==> config.mk <==
export PLATFORM = sky130hd
export DESIGN_NAME = btn_updown_counter
export DESIGN_NICKNAME = d
export VERILOG_FILES = /design/src/rtl/btn_pkg.sv /design/src/rtl/btn_conditioner.sv /design/src/rtl/btn_updown_counter.sv
export SDC_FILE = /design/constraint.sdc
export NUM_CORES = 1
export LEC_CHECK = 0
export BUFFER_PORTS_ARGS = -buffer_cell sky130_fd_sc_hd__buf_2
export CAP_MARGIN = 20
export CORE_ASPECT_RATIO = 1.5
export CORE_MARGIN = 10
export CORE_UTILIZATION = 65
export CTS_BUF_LIST = sky130_fd_sc_hd__clkbuf_4
export DETAILED_ROUTE_END_ITERATION = 7
export PLACE_DENSITY = 0.88
export SLEW_MARGIN = 20
export SYNTH_ARGS = -nofsm -noshare
export SYNTH_HDL_FRONTEND = slang
export SYNTH_SLANG_ARGS = --single-unit
==> constraint.sdc <==
create_clock -name clk -period 4.3 [get_ports clk]
set_input_delay 0.215 -clock clk [delete_from_list [all_inputs] [get_ports clk]]
set_output_delay 0.215 -clock clk [all_outputs]
set_load 0.01 [all_outputs]
==> src/rtl/btn_pkg.sv <==
// Purpose: shared types and constants for the three-button up/down counter.
// Latency: n/a (declarations only).
// Backpressure: n/a.
package btn_pkg;

  // Per-button conditioner state.
  typedef enum logic [1:0] {
    RELEASED = 2'd0,
    HELD     = 2'd1,
    REPEAT   = 2'd2
  } btn_state_t;

  // Default timing for a 10 MHz clock.
  localparam int DEF_WIDTH         = 8;
  localparam int DEF_DB_CYCLES     = 100000;   // 10 ms
  localparam int DEF_REPEAT_DELAY  = 5000000;  // 500 ms
  localparam int DEF_REPEAT_PERIOD = 1000000;  // 100 ms
  localparam int DEF_WRAP          = 1;

  // Channel indices into the {clr, dn, up} vectors.
  localparam int UP      = 0;
  localparam int DN      = 1;
  localparam int CLR     = 2;
  localparam int NUM_BTN = 3;

  // Bits needed for a counter that runs 0 .. n-1 (at least one bit).
  function automatic int cnt_width(input int n);
    int w;
    w = 1;
    for (int i = 1; i < 31; i++) begin
      if ((1 << i) < n) w = i + 1;
    end
    return w;
  endfunction

endpackage

==> src/rtl/btn_conditioner.sv <==
// Purpose: one push-button: 2-flop synchroniser, debouncer, press/repeat FSM, event strobe.
// Latency: level_o rises DB_CYCLES+1 edges after the raw input is first sampled; evt_o one edge later.
// Backpressure: none; the event is a single-cycle strobe that the consumer must take.
module btn_conditioner
  import btn_pkg::*;
#(
  parameter int DB_CYCLES     = DEF_DB_CYCLES,
  parameter int REPEAT_DELAY  = DEF_REPEAT_DELAY,
  parameter int REPEAT_PERIOD = DEF_REPEAT_PERIOD
) (
  input  logic clk,
  input  logic rst_n_i,
  input  logic btn_i,
  output logic level_o,
  output logic evt_o
);

  localparam int REP_MAX = (REPEAT_DELAY > REPEAT_PERIOD) ? REPEAT_DELAY : REPEAT_PERIOD;
  localparam int DBW     = cnt_width(DB_CYCLES);
  localparam int RW      = cnt_width(REP_MAX);

  // Terminal counts; the delay value is unused when auto-repeat is disabled.
  localparam logic [DBW-1:0] DB_LAST  = DBW'(DB_CYCLES - 1);
  localparam logic [RW-1:0]  DLY_LAST = (REPEAT_DELAY > 0) ? RW'(REPEAT_DELAY - 1) : '0;
  localparam logic [RW-1:0]  PER_LAST = RW'(REPEAT_PERIOD - 1);

  logic           sync1_q, sync2_q;
  logic [DBW-1:0] db_cnt_q, db_cnt_d;
  logic           level_q, level_d;
  btn_state_t     state_q, state_d;
  logic [RW-1:0]  rep_cnt_q, rep_cnt_d;
  logic           evt_q, evt_d;

  // Two-flop synchroniser for the raw asynchronous button.
  always_ff @(posedge clk or negedge rst_n_i) begin
    if (!rst_n_i) begin
      sync1_q <= 1'b0;
      sync2_q <= 1'b0;
    end else begin
      sync1_q <= btn_i;
      sync2_q <= sync1_q;
    end
  end

  // Debouncer: the level flips only after DB_CYCLES consecutive differing samples.
  always_comb begin
    db_cnt_d = db_cnt_q;
    level_d  = level_q;
    if (sync2_q == level_q) begin
      db_cnt_d = '0;
    end else if (db_cnt_q == DB_LAST) begin
      level_d  = ~level_q;
      db_cnt_d = '0;
    end else begin
      db_cnt_d = db_cnt_q + DBW'(1);
    end
  end

  // Debouncer state registers.
  always_ff @(posedge clk or negedge rst_n_i) begin
    if (!rst_n_i) begin
      db_cnt_q <= '0;
      level_q  <= 1'b0;
    end else begin
      db_cnt_q <= db_cnt_d;
      level_q  <= level_d;
    end
  end

  // Press/repeat FSM. RELEASED only ever sees level_q high right after a
  // rising edge, so level_q there stands for the stable rising edge.
  always_comb begin
    state_d   = state_q;
    rep_cnt_d = rep_cnt_q;
    evt_d     = 1'b0;
    case (state_q)
      RELEASED: begin
        rep_cnt_d = '0;
        if (level_q) begin
          state_d = HELD;
          evt_d   = 1'b1;
        end
      end
      HELD: begin
        if (!level_q) begin
          state_d   = RELEASED;
          rep_cnt_d = '0;
        end else if (REPEAT_DELAY != 0) begin
          if (rep_cnt_q == DLY_LAST) begin
            state_d   = REPEAT;
            rep_cnt_d = '0;
            evt_d     = 1'b1;
          end else begin
            rep_cnt_d = rep_cnt_q + RW'(1);
          end
        end
      end
      REPEAT: begin
        if (!level_q) begin
          state_d   = RELEASED;
          rep_cnt_d = '0;
        end else if (rep_cnt_q == PER_LAST) begin
          rep_cnt_d = '0;
          evt_d     = 1'b1;
        end else begin
          rep_cnt_d = rep_cnt_q + RW'(1);
        end
      end
      default: begin
        state_d   = RELEASED;
        rep_cnt_d = '0;
      end
    endcase
  end

  // FSM state, repeat counter and registered event strobe.
  always_ff @(posedge clk or negedge rst_n_i) begin
    if (!rst_n_i) begin
      state_q   <= RELEASED;
      rep_cnt_q <= '0;
      evt_q     <= 1'b0;
    end else begin
      state_q   <= state_d;
      rep_cnt_q <= rep_cnt_d;
      evt_q     <= evt_d;
    end
  end

  assign level_o = level_q;
  assign evt_o   = evt_q;

endmodule

==> src/rtl/btn_updown_counter.sv <==
// Purpose: three conditioned buttons (up, down, clear) driving one WIDTH-bit wrap/saturate counter.
// Latency: count_o changes one edge after the event strobe (DB_CYCLES+3 edges after a press is sampled).
// Backpressure: none; at most one count change per cycle, clear beats up/down.
module btn_updown_counter
  import btn_pkg::*;
#(
  parameter int WIDTH         = DEF_WIDTH,
  parameter int DB_CYCLES     = DEF_DB_CYCLES,
  parameter int REPEAT_DELAY  = DEF_REPEAT_DELAY,
  parameter int REPEAT_PERIOD = DEF_REPEAT_PERIOD,
  parameter int WRAP          = DEF_WRAP
) (
  input  logic             clk,
  input  logic             rst_n_i,
  input  logic             btn_up_i,
  input  logic             btn_dn_i,
  input  logic             btn_clr_i,
  output logic [WIDTH-1:0] count_o,
  output logic [2:0]       btn_level_o,
  output logic [2:0]       evt_o
);

  localparam logic [WIDTH-1:0] CNT_MAX = '1;

  logic [NUM_BTN-1:0] btn_raw;
  logic [NUM_BTN-1:0] btn_level;
  logic [NUM_BTN-1:0] btn_evt;
  logic [WIDTH-1:0]   count_q, count_d;
  logic               do_up, do_dn;

  assign btn_raw = {btn_clr_i, btn_dn_i, btn_up_i};

  // One conditioner per button; clear never auto-repeats.
  for (genvar i = 0; i < NUM_BTN; i++) begin : g_btn
    btn_conditioner #(
      .DB_CYCLES    (DB_CYCLES),
      .REPEAT_DELAY ((i == CLR) ? 0 : REPEAT_DELAY),
      .REPEAT_PERIOD(REPEAT_PERIOD)
    ) u_cond (
      .clk    (clk),
      .rst_n_i(rst_n_i),
      .btn_i  (btn_raw[i]),
      .level_o(btn_level[i]),
      .evt_o  (btn_evt[i])
    );
  end

  // Simultaneous up and down cancel each other.
  assign do_up = btn_evt[UP] & ~btn_evt[DN];
  assign do_dn = btn_evt[DN] & ~btn_evt[UP];

  // Next count: clear first, then a single step with wrap or saturate at the bounds.
  always_comb begin
    count_d = count_q;
    if (btn_evt[CLR]) begin
      count_d = '0;
    end else if (do_up) begin
      if ((WRAP != 0) || (count_q != CNT_MAX)) count_d = count_q + WIDTH'(1);
    end else if (do_dn) begin
      if ((WRAP != 0) || (count_q != '0)) count_d = count_q - WIDTH'(1);
    end
  end

  // Counter register.
  always_ff @(posedge clk or negedge rst_n_i) begin
    if (!rst_n_i) begin
      count_q <= '0;
    end else begin
      count_q <= count_d;
    end
  end

  // Levels and strobes come straight from the conditioners' own registers.
  assign count_o     = count_q;
  assign btn_level_o = btn_level;
  assign evt_o       = btn_evt;

endmodule

### Word level (Yosys, flattened, before mapping)

Cells that the tools add are included.

* bits of input ports: 5
* bits in registers: 143
* word-level logic and storage cells: 129

* add/subtract/negate cells: 8
* reductions and logical operators: 11
* equality and inequality tests: 26
* bitwise logic cells: 10
* muxes and demuxes: 52

Operators by type and width (count)
* 23-bit 2-to-1 mux: 8
* 17-bit 2-to-1 mux: 6
* 23-bit one-hot mux with 2 select lines: 2
* 20-bit 2-to-1 mux: 3
* 17-bit by 1-bit adder with 17-bit output (second input constant): 3
* 17-bit equality test (second input constant): 3
* 23-bit by 1-bit adder with 23-bit output (second input constant): 2
* 23-bit by 20-bit equality test with 1-bit output (second input constant): 2
* 23-bit equality test (second input constant): 2
* 20-bit one-hot mux with 2 select lines: 1
* 8-bit 2-to-1 mux: 3
* 20-bit by 1-bit adder with 20-bit output (second input constant): 1
* 20-bit equality test (second input constant): 1
* 2-bit 2-to-1 mux: 10
* 1-bit 2-to-1 mux: 13
* 2-bit one-hot mux with 3 select lines: 2
* 8-bit by 1-bit adder with 8-bit output (second input constant): 1
* 2-bit != test (second input constant): 4
* 1-bit NOT: 8
* 2-bit AND reduction: 4
* 8-bit by 1-bit subtractor with 8-bit output (second input constant): 1
* 2-bit by 1-bit equality test with 1-bit output (second input constant): 3
* 2-bit equality test (second input constant): 3
* 2-bit zero test: 3
* other kinds (10): 18

### Depth between registers and ports, before layout

Gate-level depths: netlist of the first run.

* word-level depth: 5
* depth in mapped cells: 9

### Hierarchy

From an unflattened synthesis of the first run, not the netlist that was laid out.

* cell total of the unflattened synthesis: 623
* area, all modules: 6264.8 um^2

Modules (own cells, without submodules)
* btn_conditioner (g_btn[0].u_cond): area each 2282.2 um^2, instances 1, cells each 228
* btn_conditioner (g_btn[1].u_cond): area each 2272.2 um^2, instances 1, cells each 226
* btn_conditioner (g_btn[2].u_cond): area each 1048.5 um^2, instances 1, cells each 95
* btn_updown_counter: area each 661.9 um^2, instances 1, cells each 74

### Worst setup path after synthesis of the first run

OpenSTA, ideal clock, no wires.

* path kind: register to register
* start point: register g_btn[1].u_cond.evt_q
* end point: register count_q[7], in the netlist count_o[7]
* path buffers: 0
* path slack: 2.048 ns
* cell stages (with the launch flop): 9
* library setup time: 0.125 ns
* data required time: 4.175 ns
* data arrival time: 2.127 ns
* path through: dfrtp_1 > inv_1 > ha_1 > inv_1 > ha_1 > or4_1 > o22ai_1 > mux2i_1 > mux2_2

* cells in the longest elaborated chain, start to end: 4
* elaborated cells between the ends (all ways): 6
* those cells by class: 2 x mux; 3 x bitwise; 1 x reduce/logical

Ends and longest elaborated chain
* start, declared: line btn_conditioner.sv:32 `logic evt_q, evt_d;`
* start signal, assigned: line btn_conditioner.sv:125 `evt_q <= evt_d;`
* 1-bit NOT: line btn_updown_counter.sv:49 `assign do_up = btn_evt[UP] & ~btn_evt[DN];`
* 1-bit AND: line btn_updown_counter.sv:49
* 8-bit 2-to-1 mux: line btn_updown_counter.sv:57 `end else if (do_up) begin`
* 8-bit 2-to-1 mux: line btn_updown_counter.sv:55 `if (btn_evt[CLR]) begin`
* end signal, assigned: line btn_updown_counter.sv:69 `count_q <= count_d;`
* end, declared: line btn_updown_counter.sv:28 `logic [WIDTH-1:0] count_q, count_d;`

Several ways; a longest one is shown, not always the timed one.
A chain may end at the register's enable or synchronous reset.

### Worst setup path in the final report of the first run

Ends and elaborated chain as after synthesis.

==> flow_summary_export.csv, run 1 <==
group,metric,value,unit
setup_path,crit_path_start_kind,"register",
clock_tree,h-tree-depth,4,
final_layout,area_growth,8.092,%
clock_tree,cts_setup_buffers,0,
synthesis,synthCells,639,
drt,postRouteAntennaNets,0,
place,dp_hpwl,8.005,mm
final_layout,multiInputGateArea,2958,um2
drt,vias,4640,
clock_tree,clkLatencyLatePin,0.53,ns
setup_path,end_kind,"register",
timing,finalClockSkew,0.02168,ns
synthesis,synth_seq_area_share,49.00,%
final_layout,register_area,3053,um2
flow_run,max_cap_viol_count,0,
timing,setup_slack,1.854,ns
drt,remaining_drc_errors,0,
synthesis,synth_warnings,0,
clock_tree,cts_buffer_depth,2,
global_route,gr-total-overflow,0,
global_route,grt_pass1_wl,20.80,mm
power,peakVddDrop,0.2527,mV
die,row_count,43,
timing,hold_violations,0,
power,p_leak,0.002824,uW
final_layout,fillers,626,
clock_tree,ctsResizeCount,0,
synthesis,synth_area,6231,um2
setup_path,required,4.71,ns
synthesis,ys_ff_latch,122,
setup_path,worst-setup-path-type,"reg -> reg",
timing,tightest_slew,0.9220,ns
die,die_y,139.9,um
global_route,grt.total_usage,17.74,%
synthesis,async_flop_share,100.0,%
synthesis,ys_types,49,
synthesis,syn_avg_cell_area,9.751,um2
timing,fin_tns_setup,0,ns
timing,slew_violations,0,
setup_path,worstPathArrival,2.86,ns
drt,avgViaCountPerCell,5.918,
synthesis,synth_top_flop_cell,"dfrtp_1",
die,start_util,66.94,%
drt,wl_per_cell,15.02,um
power,fin_total_pwr,2179,uW
place,port_buffers,18,
outcome,status,"finished, final reports clean",
synthesis,synth.top_cell.area_share,49.00,%
power,power_density,323.6,nW/um2
clock_tree,cts_buffers,17,
global_route,grt_max_degree,90,
clock_tree,cts_sinks,122,
timing,rsz0062_at_grt,"false",
synthesis,yosysTopAreaCell,"dfrtp_1",
drt,first_pass_iters,5,
drt,wl,11.77,mm
die,coreArea,9308,um2
die,pin_count,19,
die,die_x,99.94,um
final_layout,final_nets,686,
final_layout,antenna_cells,0,
die,design.die.area,13980,um2
final_layout,final_layout_size_suffix_gt1_share,8.929,%
timing,fin_crit_sh,56.87,%
timing,setup-violations-final,0,
place,gp_congestion,0.8546,
place,place_ws,1.887,ns
global_route,grt_pass1_vias,4661,
clock_tree,root_buffer,"clkbuf_4",
timing,max_freq,408.9,MHz
timing,relSlewSlack,38.06,%
synthesis,synth_edf_count,0,
synthesis,synth.net_count,666,
min_path,hold_class,"in -> async",
timing,post-route-min-period,2.446,ns
setup_path,path_max_fanout,7,
clock_tree,cts.clk_slew.worst_paths,0.10,ns
global_route,antenna_found_initial,0,
drt,drtIter0Drc,333,
clock_tree,cts_tree,"built",
synthesis,synth_area_leaders,"dfrtp_1 (49%), nor2_1 (8.0%), xor2_1 (7.4%)",
-- cell usage in the layout (no fill, tap or decap), drive strengths merged, types with 6 or more instances in the layout --
cell type,count
clkbuf,17
nand2,41
buf,19
inv,26
nor4,13
nand3,39
dfrtp,122
and4,9
xor2,53
o21ai,6
nor3b,8
nand4,22
nor2,133
xnor2,39
ha,21
nor3,15
a21oi,6
and3,6
nor4b,6
-- final cells by class --
cell class                      count  share of cell area (%)
Clock buffer                       17                   1.895
Clock inverter                     15                   3.307
Inverter                           24                   1.338
Multi-Input combinational cell    471                   43.92
Sequential cell                   122                   45.33
Tap cell                          112                   2.081
Timing Repair Buffer               23                   2.136
-- Yosys cell counts, types with 8 or more instances --
master	instances
buf_2	8
nor4_1	13
nand4_1	22
inv_1	24
xnor2_1	39
nor2_1	133
dfrtp_1	122
nand2_1	41
nor3_1	15
xor2_1	53
nand3_1	39
and4_1	9
ha_1	21
nor3b_1	8
-- stage by stage --
stage / cells / hold slack (ns) / util, % / area, um2
6_report: 784 / 0.2983 / 72.36 / 6735
5_1_grt: 784 / 0.2804 / 72.36 / 6735
4_1_cts: 784 / 0.2884 / 72.32 / 6731
3_5_place_dp: 748 / 0.3244 / 68.13 / 6341
3_3_place_gp: 748 / 0.3226 / 68.13 / 6341
2_1_floorplan: 639 / -0.08059 / - / 6231
-- critical path: stages (launching register included) --
cell,delay [ns]
dfrtp_1,0.38
inv_1,0.06
ha_1,0.21
inv_1,0.16
ha_1,0.26
or4_1,0.52
o22ai_1,0.19
mux2i_1,0.22
mux2_2,0.34
-- registers in the layout (all words and copies together) (netlist names) --
name,cells
g_btn.u_cond.evt_o,3
g_btn.u_cond.rep_cnt_q,46
g_btn.u_cond.level_o,3
count_o,8
g_btn.u_cond.state_q,5
g_btn.u_cond.sync2_q,3
g_btn.u_cond.db_cnt_q,51
g_btn.u_cond.sync1_q,3
-- per-layer routing --
metal | part of all wire, % | up-vias | global-route usage [%]
met5 | 0 | - | 0
li1 | - | 2218 | -
met4 | 1.3 | 0 | 6.586
met3 | 4.2 | 15 | 5.121
met1 | 41 | 2296 | 20.46
met2 | 54 | 111 | 30.13
-- where the power goes --
| group | switching (uW) | leakage [uW] | internal, uW |
|---|---|---|---|
| combinational | 35.7 | 0.000972 | 12.2 |
| clock | 447 | 0.000168 | 520 |
| sequential | 8.70 | 0.00168 | 1160 |
-- timing repair --
item	4_1_cts	5_1_grt
hold endpoints to repair	91	0
setup endpoints to repair	0	0
hold buffers	4	0
-- logic make-up after synthesis --
kind of cell / after synthesis / share of synthesized area [%]
buf+inv: 46 / 3.534
mux: 7 / 1.205
xor+xnor: 92 / 12.93
fa+ha+maj: 22 / 4.538
flops: 122 / 49.00
compound gates: 33 / 3.875
simple gates: 317 / 24.92
-- path summary, 6_finish.rpt --
path,cells past startpoint,from,endpoint,slack (ns)
worst min register to register,0,g_btn[1].u_cond.sync1_q,g_btn[1].u_cond.sync2_q,0.36
worst max register to register,8,g_btn[1].u_cond.evt_o,count_o[7],1.85
min in group clk,2,btn_up_i,g_btn[0].u_cond.sync1_q,0.32
max in group asynchronous,3,rst_n_i,g_btn[2].u_cond.db_cnt_q[8],3.04
worst min-delay path,2,rst_n_i,g_btn[1].u_cond.rep_cnt_q[3],0.30
worst max-delay path,8,g_btn[1].u_cond.evt_o,count_o[7],1.85
(Power assumes the default switching activity.)
==> run 2: changes to the inputs <==
ABC_AREA = 1   (was not set)
clock period = 2.3 ns   (was 4.3 ns; I/O delays follow)
==> run 2 against run 1 <==
- clock skew rose by 0.00075 ns
- global-route usage rose by 1.1 points
- area after synthesis rose by 11%
- die area rose by 9.1%
- non-clock buffer count rose by 3
- synthesized cell count rose by 41%
- first-iteration DRC count rose by 5.4%
- worst setup slack got worse by 1.5 ns
- core utilization fell by 1.8 points
- count of clock-buffer cells in the layout rose by 5
==> flow_summary_export.csv, run 2 <==
group,metric,value,unit
place,port_buffers,18,
setup_path,r2r_end,"count_o[5]",
synthesis,synth_area,6918,um2
setup_path,worstPathArrival,2.38,ns
synthesis,synth.net_count,928,
drt,wl_per_cell,12.55,um
final_layout,area_growth,6.801,%
power,peakVddDrop,0.4606,mV
setup_path,ff2ff_path_depth,9,
synthesis,synth_edf_count,0,
synthesis,synth_area_leaders,"dfrtp_1 (44%), nand2_1 (10%), nor2_1 (9.4%)",
timing,hold_violations,0,
synthesis,synthTopCellsByCount,"nand2_1 (188), nor2_1 (173), dfrtp_1 (122)",
clock_tree,cts_tree,"built",
die,die_x,104.2,um
global_route,grt_pass1_vias,5766,
setup_path,cp-startpoint,"g_btn[0].u_cond.evt_o",
timing,setup-violations-final,0,
setup_path,rr_startpoint,"g_btn[0].u_cond.evt_o",
die,start_util,66.04,%
drt,remaining_drc_errors,0,
setup_path,required,2.76,ns
drt,wl,13.65,mm
timing,fin_tns_setup,0,ns
final_layout,final_nets,960,
global_route,grt_max_degree,38,
final_layout,final_layout_size_suffix_gt1_share,8.068,%
synthesis,ys_ff_latch,122,
clock_tree,clkLatencyLatePin,0.53,ns
global_route,gr-total-overflow,0,
drt,vias,5777,
synthesis,yosysTopAreaCell,"dfrtp_1",
clock_tree,cts.clk_slew.worst_paths,0.11,ns
drt,avgViaCountPerCell,5.315,
outcome,status,"finished, final reports clean",
synthesis,async_flop_share,100.0,%
flow_run,max_cap_viol_count,0,
setup_path,worst-setup-path-type,"reg -> reg",
synthesis,synthCells,901,
place,dp_hpwl,10.23,mm
die,pin_count,19,
final_layout,final_cell_mix,"nand2_1 (188), nor2_1 (173), dfrtp_1 (122), inv_1 (116), nand3_1 (70)",
clock_tree,root_buffer,"clkbuf_4",
synthesis,yosys.cell_count.top_type,"nand2_1",
die,row_count,46,
timing,finalClockSkew,0.02243,ns
drt,first_pass_iters,5,
synthesis,syn_avg_cell_area,7.678,um2
place,gp_congestion,0.9294,
timing,timing.hold.ws,0.07177,ns
setup_path,critPathCapture,"count_o[5]",
synthesis,ys_types,37,
setup_path,r2r_slack,0.38,ns
drt,postRouteAntennaNets,0,
die,coreArea,10480,um2
final_layout,mostFrequentLayoutCell,"nand2_1",
power,power_density,481.2,nW/um2
clock_tree,cts_buffer_depth,2,
global_route,antenna_found_initial,1,
synthesis,synth_warnings,0,
timing,relSlewSlack,63.76,%
timing,max_freq,521.7,MHz
drt,drtIter0Drc,351,
timing,slew_violations,0,
timing,fin_crit_sh,83.34,%
final_layout,largest_reg_flops,51,
final_layout,regMostFlops,"g_btn.u_cond.db_cnt_q",
global_route,grt.total_usage,18.87,%
setup_path,crit_path_start_kind,"register",
die,design.die.area,15250,um2
clock_tree,cts_sinks,122,
clock_tree,cts_buffers,17,
setup_path,path_max_fanout,6,
timing,tightest_slew,0.5417,ns
timing,post-route-min-period,1.917,ns
min_path,hold_class,"in -> async",
synthesis,synth_top_flop_cell,"dfrtp_1",
clock_tree,h-tree-depth,4,
global_route,grt_pass1_wl,24.41,mm
synthesis,synth_seq_area_share,44.13,%
die,die_y,146.4,um
power,p_leak,0.003341,uW
timing,rsz0062_at_grt,"false",
synthesis,synth.top_cell.area_share,44.13,%
setup_path,end_kind,"register",
==> run 2: cell count changes in the layout (fill, tap and decap cells not counted), sizes merged, moves of 6 or more <==
| cell | before | now |
|---|---|---|
| and4 | 9 | 0 |
| inv | 26 | 118 |
| nor4 | 13 | 4 |
| xnor2 | 39 | 11 |
| nor3 | 15 | 35 |
| nand2 | 41 | 194 |
| xor2 | 53 | 37 |
| nand3 | 39 | 75 |
| o21ai | 6 | 20 |
| nor2 | 133 | 180 |
| a21oi | 6 | 23 |
| nor4b | 6 | 0 |
==> run 2: metrics by stage <==
step	cells	utilization (%)	instance area, um2	power (uW)	setup slack (ns)
global route	1087	70.53	7388	3707	0.1759
finish	1087	70.53	7388	3555	0.3832
global placement	1054	68.05	7128	2311	0.4765
CTS	1086	70.51	7386	3596	0.3775
detailed placement	1054	68.05	7128	2316	0.3985
floorplan	901	-	6918	2248	0.5652
==> run 2: final cells by class <==
class	instances	area [um2]
antenna	1	2.502
sequential	122	3053
tap	144	180.2
multi-input combinational	648	3317
clock inverter	6	52.55
inverter	118	442.9
fill	881	3087
clock buffer	22	165.2
timing repair buffer	26	175.2
==> run 2: repair_timing <==
item / in CTS / in global routing
setup endpoints to repair: 0 / 0
buffers inserted: 0 / 0
gates resized for setup: 0 / 0
endpoints found under the hold margin: 125 / 0
hold buffers: 4 / 0
==> run 2: logic make-up (layout without fill, tap and decap cells) <==
kind of cell    count (synthesis)  in the layout  share of synthesized area, %
compound gates                 52             52                         4.070
xor+xnor                       48             48                         6.077
fa+ha+maj                      22             22                         4.088
buf+inv                       131            172                         7.922
flops                         122            122                         44.13
other cells                     0              1                             0
simple gates                  526            526                         33.71
==> run 2: report_power, final <==
part           internal, uW  switching (uW)
logic                  28.5            73.0
registers              2160            11.6
clock network           560             721
total                  2750             806
==> run 2: worst max-delay path, cell delays in order (launching register included) <==
cell and delay [ns]:
dfrtp_1 0.41, ha_1 0.25, inv_1 0.17, ha_1 0.31, a21oi_1 0.17, nand2_1 0.11
a21o_1 0.18, nand2_1 0.05, nand2_1 0.04, o21ai_0 0.15
==> run 2: routing by layer <==
metal / share of wire (%) / vias to the layer above / track usage (%) / wire (um)
li1: - / 2922 / - / -
met1: 41 / 2677 / 20.38 / 5621
met2: 52 / 140 / 33.56 / 7064
met3: 4.3 / 38 / 4.273 / 590
met4: 2.7 / 0 / 9.846 / 369
met5: 0 / - / 0 / 0
==> run 2: worst min path at each step <==
stage	from	endpoint	slack, ns	cells after the start
after global routing	rst_n_i	count_o[5]	0.08	2
after floorplan	rst_n_i	count_o[0]	-0.18	0
after global placement	rst_n_i	g_btn[0].u_cond.db_cnt_q[10]	0.1	1
final	rst_n_i	count_o[5]	0.07	2
after CTS	rst_n_i	count_o[5]	0.06	2
after detailed placement	rst_n_i	g_btn[0].u_cond.db_cnt_q[9]	0.11	1
==> run 3: changes to the inputs <==
ABC_AREA = 0   (was 1)
CORE_UTILIZATION = 58   (was 65)
PLACE_DENSITY = 0.83   (was 0.88)
clock period = 1.5 ns   (was 2.3 ns; I/O delays follow)
==> run 3 against run 2 <==
- the run now ends with design-rule violations, negative setup slack left
- core utilization up 17 points
- clock power increased by 93%
- sequential power up 54%
- largest power group unchanged
- global-route usage rose by 6.9 points
- final cell count decreased by 8.7%
- combinational power grew to 3.2 times the previous value
- wire length grew 96%
- clock skew up 0.0070 ns
- critical endpoint is now count_o[7]
==> flow_summary_export.csv, run 3 (same netlist as run 1, synthesis figures left out) <==
group,metric,value,unit
die,pin_count,19,
global_route,grt.total_usage,25.78,%
place,dp_hpwl,10.28,mm
die,design.die.area,15370,um2
timing,setup-violations-final,114,
drt,wl,26.80,mm
setup_path,end_kind,"register",
min_path,hold_class,"in -> async",
final_layout,final_cell_mix,"buf_4 (146), dfrtp_1 (119), nor2_2 (63), xor2_1 (50), nand2_1 (40)",
timing,hold_violations,0,
setup_path,rr_startpoint,"g_btn[1].u_cond.evt_o",
timing,tightest_slew,0.8251,ns
place,gp_congestion,0.8412,
die,coreArea,10530,um2
global_route,gr-total-overflow,0,
place,place_ws,-0.7305,ns
power,power_density,665.3,nW/um2
setup_path,crit_path_start_kind,"register",
drt,wl_per_cell,27.02,um
die,start_util,59.16,%
global_route,antenna_found_initial,0,
drt,vias,6689,
die,die_x,104.6,um
final_layout,finalInstanceArea,9220,um2
drt,drtIter0Drc,872,
setup_path,path_max_fanout,7,
power,peakVddDrop,1.375,mV
place,placed_area,7620,um2
timing,setup_slack,-0.9705,ns
final_layout,final_nets,862,
global_route,grt_pass1_wl,31.96,mm
setup_path,worst-setup-path-type,"reg -> reg",
timing,finalClockSkew,0.02948,ns
clock_tree,cts_buffers,17,
clock_tree,root_buffer,"clkbuf_4",
clock_tree,h-tree-depth,4,
final_layout,antenna_cells,0,
drt,avgViaCountPerCell,6.743,
setup_path,cp-startpoint,"g_btn[1].u_cond.evt_o",
timing,relSlewSlack,44.81,%
power,p_leak,0.003856,uW
clock_tree,cts.clk_slew.worst_paths,0.12,ns
timing,max_freq,404.8,MHz
clock_tree,cts_buffer_depth,2,
place,port_buffers,18,
timing,rsz0062_at_grt,"true",
outcome,failed_checks,"design-rule violations, negative setup slack",
global_route,grt_pass1_vias,6353,
outcome,status,"finished, violations left",
setup_path,required,1.95,ns
final_layout,regMostFlops,"g_btn.u_cond.db_cnt_q",
timing,fin_crit_sh,164.7,%
clock_tree,cts_sinks,122,
timing,slew_violations,0,
final_layout,mostFrequentLayoutCell,"buf_4",
clock_tree,clkLatencyLatePin,0.58,ns
final_layout,final_layout_size_suffix_gt1_share,47.05,%
global_route,grt_max_degree,38,
drt,first_pass_iters,8,
final_layout,largest_reg_flops,51,
flow_run,max_cap_viol_count,0,
power,fin_total_pwr,6134,uW
clock_tree,cts_tree,"built",
drt,remaining_drc_errors,66,
final_layout,fillers,371,
final_layout,area_growth,47.97,%
die,die_y,146.9,um
die,row_count,46,
drt,postRouteAntennaNets,0,
timing,post-route-min-period,2.470,ns
setup_path,worstPathArrival,2.92,ns
final_layout,post-route-util,87.54,%
run 3: cell types whose count changed in the layout (fill, tap and decap cells not counted), sizes merged, moves of 16 or more:
cell,change
a21oi,-17
buf,+166
inv,-94
nand2,-153
nand3,-36
nor2,-47
nor3,-20
xnor2,+28
xor2,+16
run 3: final cells by class:
cell class	count	area, um2	share of cell area [%]
Clock buffer	20	150.1	1.628
Clock inverter	12	130.1	1.411
Inverter	24	97.59	1.058
Multi-Input combinational cell	474	3930	42.62
Sequential cell	122	3057	33.15
Tap cell	144	180.2	1.954
Timing Repair Buffer	196	1675	18.17
run 3: stage by stage:
| step | setup TNS, ns | hold WS (ns) | instances |
|---|---|---|---|
| after CTS | -23.60 | 0.09430 | 979 |
| after floorplan | -8.027 | -0.2206 | 639 |
| final | -45.18 | 0.1339 | 992 |
| after global routing | -53.74 | 0.1138 | 992 |
| after global placement | -15.44 | 0.02693 | 918 |
| after detailed placement | -23.43 | 0.03138 | 918 |
run 3: power by group:
group          switching (uW)  internal (uW)  total, uW
clock                    1300           1170       2470
combinational             196            127        324
sequential               26.3           3310       3340
total                    1520           4620       6130
run 3: worst paths after layout:
| check | to | slack [ns] | cells after the start |
|---|---|---|---|
| setup / recovery | count_o[7] | -0.97 | 10 |
| hold / removal | g_btn[0].u_cond.db_cnt_q[8] | 0.13 | 3 |
| setup reg to reg | count_o[7] | -0.97 | 10 |
| hold reg to reg | g_btn[0].u_cond.sync2_q | 0.38 | 0 |
| max in group asynchronous | count_o[0] | 0.10 | 3 |
| min in group clk | g_btn[0].u_cond.sync1_q | 0.16 | 2 |
run 3: metal layers:
| metal | vias up | GRT usage [%] | share of wire [%] |
|---|---|---|---|
| li1 | 2570 | - | - |
| met1 | 3192 | 26.62 | 33 |
| met2 | 683 | 46.24 | 48 |
| met3 | 244 | 6.436 | 11 |
| met4 | 0 | 14.74 | 8.1 |
| met5 | - | 0 | 0 |
run 3: critical path, cell delays in order (launching register included):
cell and delay (ns):
dfrtp_1 0.42, inv_2 0.12, ha_4 0.19, inv_8 0.06
ha_2 0.19, buf_4 0.16, nor3_4 0.21, nor2_1 0.11
o22ai_2 0.21, mux2i_1 0.31, mux2_2 0.37
run 3: timing repair:
item	4_1_cts	5_1_grt
endpoints found under the hold margin	125	0
gates resized for setup	71	162
endpoints found under the setup margin	113	115
setup buffers	17	17
cloned	8	2
pin swaps	47	58
hold buffers	6	0
